--- src/rtl/irrigation_scheduler.sv ---
// rtl/irrigation_scheduler.sv - irrigation cycle sequencer with tank supply hysteresis
//
// Sequences one irrigation cycle: wait for demand, latch sprinkler or dripper mode,
// run for a timed period, rest, then accept a new cycle. Conflicting level-sensor
// combinations trap the block in FAULT until the sensors read consistent for
// SETTLE_TICKS consecutive ticks. The tank supply valve opens below the mid sensor
// and closes at the high sensor.
//
// Optional feature macro: IRRIGATION_COUNT_EN adds the cycles_done counter output.
//
// Ports:
//   clock, reset           system clock, asynchronous active-high reset
//   tick                   one-cycle pulse per second
//   low/mid/high_water_level  tank level sensors (1 = water above sensor)
//   earth_humidity         1 = soil wet, no irrigation demand
//   air_humidity           1 = air humid
//   low_temperature        1 = temperature low
//   splinker_bomb          sprinkler pump on
//   dripper_valvule        dripper valve open
//   supply_valvule         tank supply valve open
//   alarm                  FAULT or tank below low sensor
//   state                  00 IDLE, 01 RUN, 10 REST, 11 FAULT
//   remaining              seconds left in RUN/REST, 0 otherwise
//   cycles_done            (IRRIGATION_COUNT_EN only) completed full runs, saturating
module irrigation_scheduler #(
  parameter int TIMER_W       = 12,
  parameter int SPLINKER_SECS = 600,
  parameter int DRIPPER_SECS  = 1800,
  parameter int REST_SECS     = 300,
  parameter int SETTLE_TICKS  = 3
) (
  input  logic               clock,
  input  logic               reset,
  input  logic               tick,
  input  logic               low_water_level,
  input  logic               mid_water_level,
  input  logic               high_water_level,
  input  logic               earth_humidity,
  input  logic               air_humidity,
  input  logic               low_temperature,
  output logic               splinker_bomb,
  output logic               dripper_valvule,
  output logic               supply_valvule,
  output logic               alarm,
  output logic [1:0]         state,
  output logic [TIMER_W-1:0] remaining
`ifdef IRRIGATION_COUNT_EN
  ,
  output logic [7:0]         cycles_done
`endif
);

  localparam int SETTLE_W = $clog2(SETTLE_TICKS + 1);

  typedef enum logic [1:0] {
    ST_IDLE  = 2'b00,
    ST_RUN   = 2'b01,
    ST_REST  = 2'b10,
    ST_FAULT = 2'b11
  } state_t;

  state_t               state_q, state_d;
  logic [TIMER_W-1:0]   remaining_q, remaining_d;
  logic                 mode_splinker_q, mode_splinker_d;
  logic [SETTLE_W-1:0]  settle_q, settle_d;
  logic                 splinker_q, splinker_d;
  logic                 dripper_q, dripper_d;
  logic                 supply_q, supply_d;
  logic                 alarm_q, alarm_d;
`ifdef IRRIGATION_COUNT_EN
  logic [7:0]           cycles_q, cycles_d;
`endif

  logic                 conflict;
  logic [SETTLE_W-1:0]  settle_inc;

  // A higher sensor wet while a lower one is dry cannot happen physically.
  assign conflict   = (mid_water_level & ~low_water_level) | (high_water_level & ~mid_water_level);
  assign settle_inc = settle_q + SETTLE_W'(1);

  always_comb begin
    state_d         = state_q;
    remaining_d     = remaining_q;
    mode_splinker_d = mode_splinker_q;
    settle_d        = settle_q;
`ifdef IRRIGATION_COUNT_EN
    cycles_d        = cycles_q;
`endif

    if (conflict) begin
      state_d     = ST_FAULT;
      remaining_d = '0;
      settle_d    = '0;
    end else begin
      unique case (state_q)
        ST_IDLE: begin
          if (!earth_humidity && low_water_level) begin
            state_d         = ST_RUN;
            mode_splinker_d = ~air_humidity & ~low_temperature & mid_water_level;
            remaining_d     = (~air_humidity & ~low_temperature & mid_water_level)
                              ? TIMER_W'(SPLINKER_SECS) : TIMER_W'(DRIPPER_SECS);
          end
        end
        ST_RUN: begin
          // Abort takes precedence over a coincident tick: no decrement, no count.
          if (earth_humidity || !low_water_level) begin
            state_d     = ST_REST;
            remaining_d = TIMER_W'(REST_SECS);
          end else if (tick) begin
            if (remaining_q == TIMER_W'(1)) begin
              state_d     = ST_REST;
              remaining_d = TIMER_W'(REST_SECS);
`ifdef IRRIGATION_COUNT_EN
              if (cycles_q != 8'hFF) cycles_d = cycles_q + 8'd1;
`endif
            end else begin
              remaining_d = remaining_q - TIMER_W'(1);
            end
          end
        end
        ST_REST: begin
          if (tick) begin
            if (remaining_q == TIMER_W'(1)) begin
              state_d     = ST_IDLE;
              remaining_d = '0;
            end else begin
              remaining_d = remaining_q - TIMER_W'(1);
            end
          end
        end
        ST_FAULT: begin
          remaining_d = '0;
          if (tick) begin
            if (settle_inc == SETTLE_W'(SETTLE_TICKS)) begin
              state_d  = ST_IDLE;
              settle_d = '0;
            end else begin
              settle_d = settle_inc;
            end
          end
        end
        default: state_d = ST_IDLE;
      endcase
    end

    // Outputs are derived from the next state so they line up with state/remaining.
    splinker_d = (state_d == ST_RUN) &  mode_splinker_d;
    dripper_d  = (state_d == ST_RUN) & ~mode_splinker_d;
    alarm_d    = (state_d == ST_FAULT) | ~low_water_level;

    // Hysteresis between mid (open) and high (close); the two conditions are
    // mutually exclusive without a conflict. Leaving FAULT starts from closed.
    if (state_d == ST_FAULT)      supply_d = 1'b0;
    else if (!mid_water_level)    supply_d = 1'b1;
    else if (high_water_level)    supply_d = 1'b0;
    else                          supply_d = supply_q;
  end

  always_ff @(posedge clock or posedge reset) begin
    if (reset) begin
      state_q         <= ST_IDLE;
      remaining_q     <= '0;
      mode_splinker_q <= 1'b0;
      settle_q        <= '0;
      splinker_q      <= 1'b0;
      dripper_q       <= 1'b0;
      supply_q        <= 1'b0;
      alarm_q         <= 1'b0;
    end else begin
      state_q         <= state_d;
      remaining_q     <= remaining_d;
      mode_splinker_q <= mode_splinker_d;
      settle_q        <= settle_d;
      splinker_q      <= splinker_d;
      dripper_q       <= dripper_d;
      supply_q        <= supply_d;
      alarm_q         <= alarm_d;
    end
  end

`ifdef IRRIGATION_COUNT_EN
  always_ff @(posedge clock or posedge reset) begin
    if (reset) cycles_q <= 8'd0;
    else       cycles_q <= cycles_d;
  end

  assign cycles_done = cycles_q;
`endif

  assign splinker_bomb   = splinker_q;
  assign dripper_valvule = dripper_q;
  assign supply_valvule  = supply_q;
  assign alarm           = alarm_q;
  assign state           = state_q;
  assign remaining       = remaining_q;

endmodule

--- config.mk ---
export PLATFORM = sky130hd
export DESIGN_NAME = irrigation_scheduler
export DESIGN_NICKNAME = d
export VERILOG_FILES = /design/src/rtl/irrigation_scheduler.sv
export SDC_FILE = /design/constraint.sdc
export NUM_CORES = 1
export LEC_CHECK = 0
export CAP_MARGIN = 10
export CORE_MARGIN = 8
export CORE_UTILIZATION = 40
export CTS_BUF_LIST = sky130_fd_sc_hd__clkbuf_16
export DETAILED_ROUTE_END_ITERATION = 8
export DONT_BUFFER_PORTS = 1
export HOLD_SLACK_MARGIN = 0.06
export RECOVER_POWER = 50
export SLEW_MARGIN = 10
export SYNTH_ARGS = -nofsm -noshare
export SYNTH_HDL_FRONTEND = slang
export SYNTH_SLANG_ARGS = --single-unit
--- constraint.sdc ---
create_clock -name clock -period 5.35 [get_ports clock]
set_clock_uncertainty 0.15 [all_clocks]
set_input_delay 1.07 -clock clock [delete_from_list [all_inputs] [get_ports clock]]
set_output_delay 1.07 -clock clock [all_outputs]
set_load 0.01 [all_outputs]
After elaboration in Yosys (flattened, before gate mapping)
Cells that the tools add are included.

Bitwise gates (word level): 13. $add $sub $neg: 2. Mux-type cells: 29. Reductions and logical operators: 9. Equal/unequal tests: 11.

Operators by type and width (count): 12-bit two-way mux (7); 12-bit case mux with 4 select lines (1); 2-bit two-way mux (13); 12-bit by 1-bit == test with 1-bit output, second input constant (1); 12-bit by 1-bit subtractor with 12-bit output, second input constant (1); 11-bit two-way mux (1); 2-bit == test, second input constant (4); 2-bit case mux with 4 select lines (1); 1-bit bitwise AND (6); 1-bit two-way mux (6); 3-bit != test, second input constant (2); 1-bit inverter (5); 2-bit by 1-bit == test with 1-bit output, second input constant (2); 4-bit != test, second input constant (1); 2-bit nonzero test (2); 3-bit by 1-bit != test with 1-bit output, second input constant (1); 3-bit AND reduction (1); 2-bit by 1-bit adder with 2-bit output, second input constant (1); 1-bit zero test (2); 2-bit zero test (1); 1-bit OR (2); 2-bit AND reduction (1); 1-bit logical AND (1); 1-bit logical OR (1).

Flip-flop bits (word level): 21. Output and inout bits: 18.

Logic depth before layout (Yosys ltp)
Gate-level depths: netlist (run 1).

Depth after elaboration: 8. Mapped depth: 8. Mapped depth without buffers: 7.

Worst setup path after synthesis (run 1)
No wires, ideal clock.

Path kind: input -> register. From: input port tick. To: register splinker_q (netlist: splinker_bomb). Data required time: 5.066 ns. Data arrival time: 2.224 ns. Stages on the path: 6. Library setup time: 0.134 ns. Path slack: 2.841 ns. Buffers on the path: 1. Cell sequence: clkbuf_1 nor3b_1 nor2_1 o211ai_1 mux2_2 nor3b_1.

Word-level cells in the longest chain between the ends: 6. Elaborated cells on any way between the ends: 8. Classes of those cells: eq/ne (1); mux (6); bitwise (1).

Ends and longest elaborated chain: from (decl) (line 34) `input logic tick,`; 2-bit two-way mux (line 109) `end else if (tick) begin`; 2-bit two-way mux (line 106) `if (earth_humidity || !low_water_level) begin`; 2-bit case mux with 4 select lines (*) (line 95) `unique case (state_q)`; 2-bit two-way mux (*) (line 90) `if (conflict) begin`; 2-bit by 1-bit == test with 1-bit output (*) (line 147) `splinker_d = (state_d == ST_RUN) & mode_splinker_d;`; 1-bit bitwise AND (*) (line 147); via splinker_d (line 66) `logic splinker_q, splinker_d;`; to (signal assigned) (line 174) `splinker_q <= splinker_d;`; to (decl) (line 66).

Mark *: on every way through the listed nets, which the timed path passes. The rest lies on a longest branch. A chain may end at the register's enable or synchronous reset.

Final worst setup path (run 1)
From: input port mid_water_level. To: register remaining_q[7] (netlist: remaining[7]).

Word-level cells in the longest chain between the ends: 5. Elaborated cells on any way between the ends: 9. Classes of those cells: eq/ne (3); mux (1); bitwise (4); reduce/logical (1).

Ends and longest elaborated chain: from (decl) (line 36) `input logic mid_water_level,`; 1-bit inverter (line 78) `assign conflict = (mid_water_level & ~low_water_level) | (high_water_level & ~mid_water_level);`; 1-bit bitwise AND (line 78); 1-bit OR (*) (line 78); 4-bit != test (no line) or 3-bit != test (tied branches); 3-bit AND reduction (no line); to (signal assigned) (line 171) `remaining_q <= remaining_d;`; to (decl) (line 63) `logic [TIMER_W-1:0] remaining_q, remaining_d;`.

Mark *: on every way between the ends. The rest lies on a longest branch, timed or not.

==> flow_metrics.env, run 1 <==
export IMPL_critPathArrivalTime_ns=2.57
export IMPL_post_drt_via_cell_ratio=5.905
export IMPL_cts_resized=0
export IMPL_fp_coreArea_um2=3053
export IMPL_setup_viol=0
export IMPL_die_y_um=72.63
export IMPL_grt_start_max_net_pins=22
export IMPL_hold_path_depth=1
export IMPL_htree_levels=1
export IMPL_rr_startpoint="remaining[2]$_DFFE_PP0P_"
export IMPL_drt_wl_total_mm=3.278
export IMPL_netlist_instances=150
export IMPL_final_area_um2=1380
export IMPL_clk_latency_ns=0.26
export IMPL_gp_congestion=0.8980
export IMPL_peakVddDrop_mv=0.1354
export IMPL_multi_input_area_um2=700.7
export IMPL_hp_class="register to register"
export IMPL_fin_nets=158
export IMPL_critPathRequiredTime_ns=5.38
export IMPL_rrSetupSlack_ns=2.99
export IMPL_dieArea_um2=5274
export IMPL_drv_slew=0
export IMPL_setup_worst_path_end_class="register"
export IMPL_wl_met2_mm=1.585
export IMPL_die_width_um=72.63
export IMPL_maxCapViolations=0
export IMPL_fmax_mhz=392.5
export IMPL_ys_seq_elements=21
export IMPL_syn_avg_cell_area_um2=8.550
export IMPL_p_leak_nw=0.5806
export IMPL_fin_util=0.4520
export IMPL_antenna_found_initial=0
export IMPL_area_growth_pct=7.609
export IMPL_post_cts_buffers=0
export IMPL_ys_seq_area_frac=0.4098
export IMPL_clk_pin_slew_ns=0.06
export IMPL_async_reset_ff_frac=1.000
export IMPL_min_period_over_period=0.4762
export IMPL_max_slew_margin=0.4504
export IMPL_path_class="primary input to register"
export IMPL_yosys_warnings=0
export IMPL_cts_tree="done"
export IMPL_synth_ff_type="dfrtp_1"
export IMPL_hold_violations=0
export IMPL_drc_errors=0
export IMPL_drive_above_1_share=0.07534
export IMPL_reg2reg_to="remaining[5]$_DFFE_PP0P_"
export IMPL_ctsHoldBuffers=0
export IMPL_dr_total_vias=1122
export IMPL_worst_r2r_cell_count=5
export IMPL_diodes=0
export IMPL_top_layer_used="met4"
export IMPL_grt_pass1_vias=1092
export IMPL_synth_distinct_cells=49
export IMPL_hold_end="mode_splinker_q$_DFF_PP0_"
export IMPL_wire_per_inst_um=17.25
export IMPL_wl_met3_um=310
export IMPL_grt_first_pass_wirelength_mm=5.347
export IMPL_nFillCells=319
export IMPL_worstMarginPinSlew_ns=0.8235
export IMPL_drt_met1_wl_mm=1.323
export IMPL_rows=20
export IMPL_tns_ns=0
export IMPL_clock_sinks=21
export IMPL_grtUsageTotal=0.1301
export IMPL_post_route_min_period_ns=2.548
export IMPL_clock_root_buffer="clkbuf_16"
export IMPL_first_iter_violations=52
export IMPL_holdWs_ns=0.3606
export IMPL_antenna_left=0
export IMPL_synth_area_um2=1282
export IMPL_hp_start="mode_splinker_q$_DFF_PP0_"
export IMPL_cp_start_kind="primary input"
export IMPL_ios=27
export IMPL_cts_buffer_depth=2
export IMPL_initial_core_util=0.4201
export IMPL_drtPass1Iterations=4
export IMPL_status="finished, final reports clean"
export IMPL_place_area_um2=1300
export IMPL_rsz0062_at_grt="false"
export IMPL_cts_inserted_buffers=3
export IMPL_grt_overflow=0
export IMPL_synth_edff_count=0
export IMPL_port_buffers=0
export IMPL_syn_nets=161
export IMPL_dp_hpwl_mm=2.467
export IMPL_regArea_um2=525.5
export IMPL_p_per_area_nw_per_um2=360.0
export IMPL_worstPathMaxFanout=11
-- metal layers --
layer	vias up	track usage
met4	0	0.05778
met2	54	0.2207
met1	523	0.1472
li1	538	-
met5	-	0
met3	7	0.03709
-- cells in the final DEF, fill, tap and decap left out, types with 2 or more instances in the layout --
master / n
nor3_1: 6
nor2b_1: 2
nand4_1: 3
inv_1: 5
a21o_1: 3
nand2b_1: 5
a31oi_1: 3
nand3_1: 3
nor2_1: 14
o31ai_1: 2
a41oi_1: 2
or2_2: 2
clkbuf_16: 3
a21oi_1: 8
dfrtp_1: 21
nor4_1: 3
or3_1: 2
nand2_1: 15
ha_1: 2
nor3b_1: 4
o21ai_0: 8
o22ai_1: 3
a21boi_0: 2
-- cell type report --
class                           instances  share of cell area
Multi-Input combinational cell        116              0.5077
Tap cell                               44             0.03989
Clock inverter                          1            0.003626
Inverter                                5             0.01360
Clock buffer                            3             0.05440
Sequential cell                        21              0.3808
-- per-stage QoR --
stage                     power (W)  worst slack (ns)  std cells
after global placement    0.0003363             2.721        186
after CTS                 0.0005012             2.930        190
final                     0.0004969             2.802        190
after floorplan           0.0003142             2.841        150
after detailed placement  0.0003402             2.662        186
after global routing      0.0005256             2.623        190
-- flip-flops by register name, summed over array words and instances (netlist names) --
name             flops
alarm                1
dripper_valvule      1
mode_splinker_q      1
remaining           12
settle_q             2
splinker_bomb        1
state                2
supply_valvule       1
-- cell usage after synthesis, types with 3 or more instances --
cell | instances | area, um2
a31oi_1 | 3 | 18.77
inv_1 | 5 | 18.77
clkbuf_1 | 4 | 15.01
nor2_1 | 14 | 52.55
or2_2 | 3 | 18.77
a21o_1 | 3 | 22.52
o21ai_0 | 8 | 40.04
nand2_1 | 15 | 56.30
nand3_1 | 3 | 15.01
nand2b_1 | 5 | 31.28
nand4_1 | 3 | 18.77
a21oi_1 | 8 | 40.04
o22ai_1 | 3 | 18.77
dfrtp_1 | 21 | 525.5
nor4_1 | 3 | 18.77
nor3b_1 | 4 | 30.03
nor3_1 | 6 | 30.03
-- cell families (layout without fill, tap and decap cells) --
logic type      count (synthesis)  in the layout  share of synthesized area
compound gates                 41             41                     0.2088
xor+xnor                        1              1                   0.006831
fa+ha+maj                       2              2                    0.01951
buf+inv                        13              9                    0.04390
flops                          21             21                     0.4098
mux                             2              2                    0.01659
simple gates                   70             70                     0.2946
-- power by group --
| part | total (W) | internal (W) | switching (W) |
|---|---|---|---|
| Clock | 0.000159 | 0.000100 | 0.0000581 |
| Sequential | 0.000209 | 0.000174 | 0.0000346 |
| Combinational | 0.000130 | 0.0000543 | 0.0000754 |
| Total | 0.000497 | 0.000329 | 0.000168 |
-- worst max-delay path: stages --
cell	delay, ns
nor2b_1	0.13
or2_0	0.44
nor3_1	0.61
inv_1	0.13
a31oi_1	0.19
-- worst max-delay path by stage --
stage                    start                       end  slack, ns  cells after the start
2_1_floorplan             tick   splinker_bomb$_DFF_PP0_       2.84                      6
6_report       mid_water_level  remaining[7]$_DFFE_PP0P_       2.80                      5
5_1_grt        mid_water_level  remaining[7]$_DFFE_PP0P_       2.62                      5
4_1_cts        mid_water_level  remaining[7]$_DFFE_PP0P_       2.93                      5
3_5_place_dp   mid_water_level  remaining[7]$_DFFE_PP0P_       2.66                      5
3_3_place_gp   mid_water_level  remaining[7]$_DFFE_PP0P_       2.72                      5
(Power assumes the default switching activity.)
==> run 2: changes to the inputs <==
==> constraint.sdc (replaced) <==
create_clock -name clock -period 2.37 [get_ports clock]
set_clock_uncertainty 0.15 [all_clocks]
set_input_delay 0.474 -clock clock [delete_from_list [all_inputs] [get_ports clock]]
set_output_delay 0.474 -clock clock [all_outputs]
set_load 0.01 [all_outputs]
==> run 2 against run 1 <==
- clock-buffer cell count did not move
- register-to-register slack got worse by 2.8 ns
- first-iteration DRC count rose by 3.8%
- sequential share of layout area fell by 1.3 points
- hold slack got worse by 0.24 ns
- core utilization rose by 1.6 points
- clock power rose by 130%
- cell count rose by 2.6%
- combinational power rose by 150%
- largest power group unchanged
==> flow_metrics.env, run 2 (synthesis results as in run 1) <==
export IMPL_hold_violations=0
export IMPL_status="finished, final reports clean"
export IMPL_cts_inserted_buffers=3
export IMPL_max_slew_margin=0.4376
export IMPL_worstMarginPinSlew_ns=0.8426
export IMPL_largest_register_ffs=12
export IMPL_fmax_mhz=459.9
export IMPL_antenna_left=0
export IMPL_wire_per_inst_um=17.26
export IMPL_cts_buffer_depth=2
export IMPL_die_y_um=72.63
export IMPL_peakVddDrop_mv=0.3302
export IMPL_port_buffers=0
export IMPL_drv_slew=0
export IMPL_maxCapViolations=0
export IMPL_final_common_cell="dfrtp_1"
export IMPL_clock_root_buffer="clkbuf_16"
export IMPL_regArea_um2=525.5
export IMPL_drtPass1Iterations=4
export IMPL_multi_input_area_um2=713.2
export IMPL_fin_nets=163
export IMPL_rows=20
export IMPL_gp_congestion=0.8361
export IMPL_drt_wl_total_mm=3.365
export IMPL_initial_core_util=0.4201
export IMPL_htree_levels=1
export IMPL_rsz0062_at_grt="false"
export IMPL_holdWs_ns=0.1216
export IMPL_grtUsageTotal=0.1380
export IMPL_tns_ns=0
export IMPL_post_drt_via_cell_ratio=5.923
export IMPL_setup_worst_path_end_class="register"
export IMPL_antenna_found_initial=0
export IMPL_hp_class="primary input to async pin"
export IMPL_drc_errors=0
export IMPL_clock_sinks=21
export IMPL_setup_viol=0
export IMPL_critPathArrivalTime_ns=2.17
export IMPL_grt_first_pass_wirelength_mm=5.727
export IMPL_drive_above_1_share=0.1258
export IMPL_ios=27
export IMPL_fin_util=0.4684
export IMPL_worstPathMaxFanout=7
export IMPL_dpl_worst_slack_ns=0.06447
export IMPL_path_class="register to register"
export IMPL_layout_common_cells="21 x dfrtp_1, 15 x nand2_1, 14 x nor2_1"
export IMPL_clk_pin_slew_ns=0.06
export IMPL_setup_ws_ns=0.1958
export IMPL_critPathRequiredTime_ns=2.36
export IMPL_area_growth_pct=11.51
export IMPL_post_route_min_period_ns=2.174
export IMPL_p_per_area_nw_per_um2=806.5
export IMPL_fp_coreArea_um2=3053
export IMPL_min_period_over_period=0.9174
export IMPL_die_width_um=72.63
export IMPL_nFillCells=304
export IMPL_dieArea_um2=5274
export IMPL_cts_tree="done"
export IMPL_diodes=0
export IMPL_clk_latency_ns=0.26
export IMPL_cp_start_kind="register"
export IMPL_grt_start_max_net_pins=22
export IMPL_grt_overflow=0
export IMPL_grt_pass1_vias=1202
export IMPL_dp_hpwl_mm=2.505
export IMPL_dr_total_vias=1155
export IMPL_rrSetupSlack_ns=0.20
export IMPL_first_iter_violations=54
export IMPL_p_leak_nw=0.6091
export IMPL_p_total_w=0.001153
==> run 2: per-stage QoR <==
step	cells	area [um2]
floorplan	150	1282
global placement	191	1338
detailed placement	191	1338
CTS	195	1418
global route	195	1430
finish	195	1430
==> run 2: layout make-up <==
cell class                 instances  share of cell area
multi-input combinational        116              0.4987
inverter                           5             0.01312
sequential                        21              0.3675
timing repair buffer               5             0.02625
clock inverter                     1            0.003500
clock buffer                       3             0.05249
tap                               44             0.03850
==> run 2: repair_timing <==
action | 4_1_cts | 5_1_grt
setup buffers | 0 | 0
resized for setup | 0 | 2
hold buffers | 0 | 0
endpoints found under the setup margin | 0 | 4
==> run 2: report_power, final <==
| part | switching, W | internal, W | total (W) |
|---|---|---|---|
| clock | 0.000139 | 0.000227 | 0.000366 |
| sequential | 0.0000730 | 0.000393 | 0.000466 |
| combinational | 0.000178 | 0.000144 | 0.000322 |
==> run 2: layer usage <==
metal | vias up | wire length (um) | global-route usage | share of wire
met5 | - | 0 | 0 | 0
met4 | 0 | 51 | 0.07111 | 0.015
met3 | 5 | 348 | 0.05907 | 0.10
met2 | 40 | 1631 | 0.2207 | 0.48
met1 | 564 | 1333 | 0.1518 | 0.40
li1 | 546 | - | - | -
==> run 2: worst paths after layout <==
kind,cells after the start,from,to
hold reg to reg,1,mode_splinker_q$_DFF_PP0_,mode_splinker_q$_DFF_PP0_
max in group asynchronous,1,reset,remaining[10]$_DFFE_PP0P_
hold / removal,1,reset,splinker_bomb$_DFF_PP0_
setup reg to reg,5,remaining[0]$_DFFE_PP0P_,remaining[11]$_DFFE_PP0P_
min in group clock,1,low_water_level,alarm$_DFF_PP0_
setup / recovery,5,remaining[0]$_DFFE_PP0P_,remaining[11]$_DFFE_PP0P_
==> run 2: critical path, stage by stage, from the launching register on <==
cell	delay (ns)
dfrtp_1	0.47
or4_4	0.62
or3b_1	0.38
and2_0	0.16
o2111ai_1	0.19
nand2_1	0.08
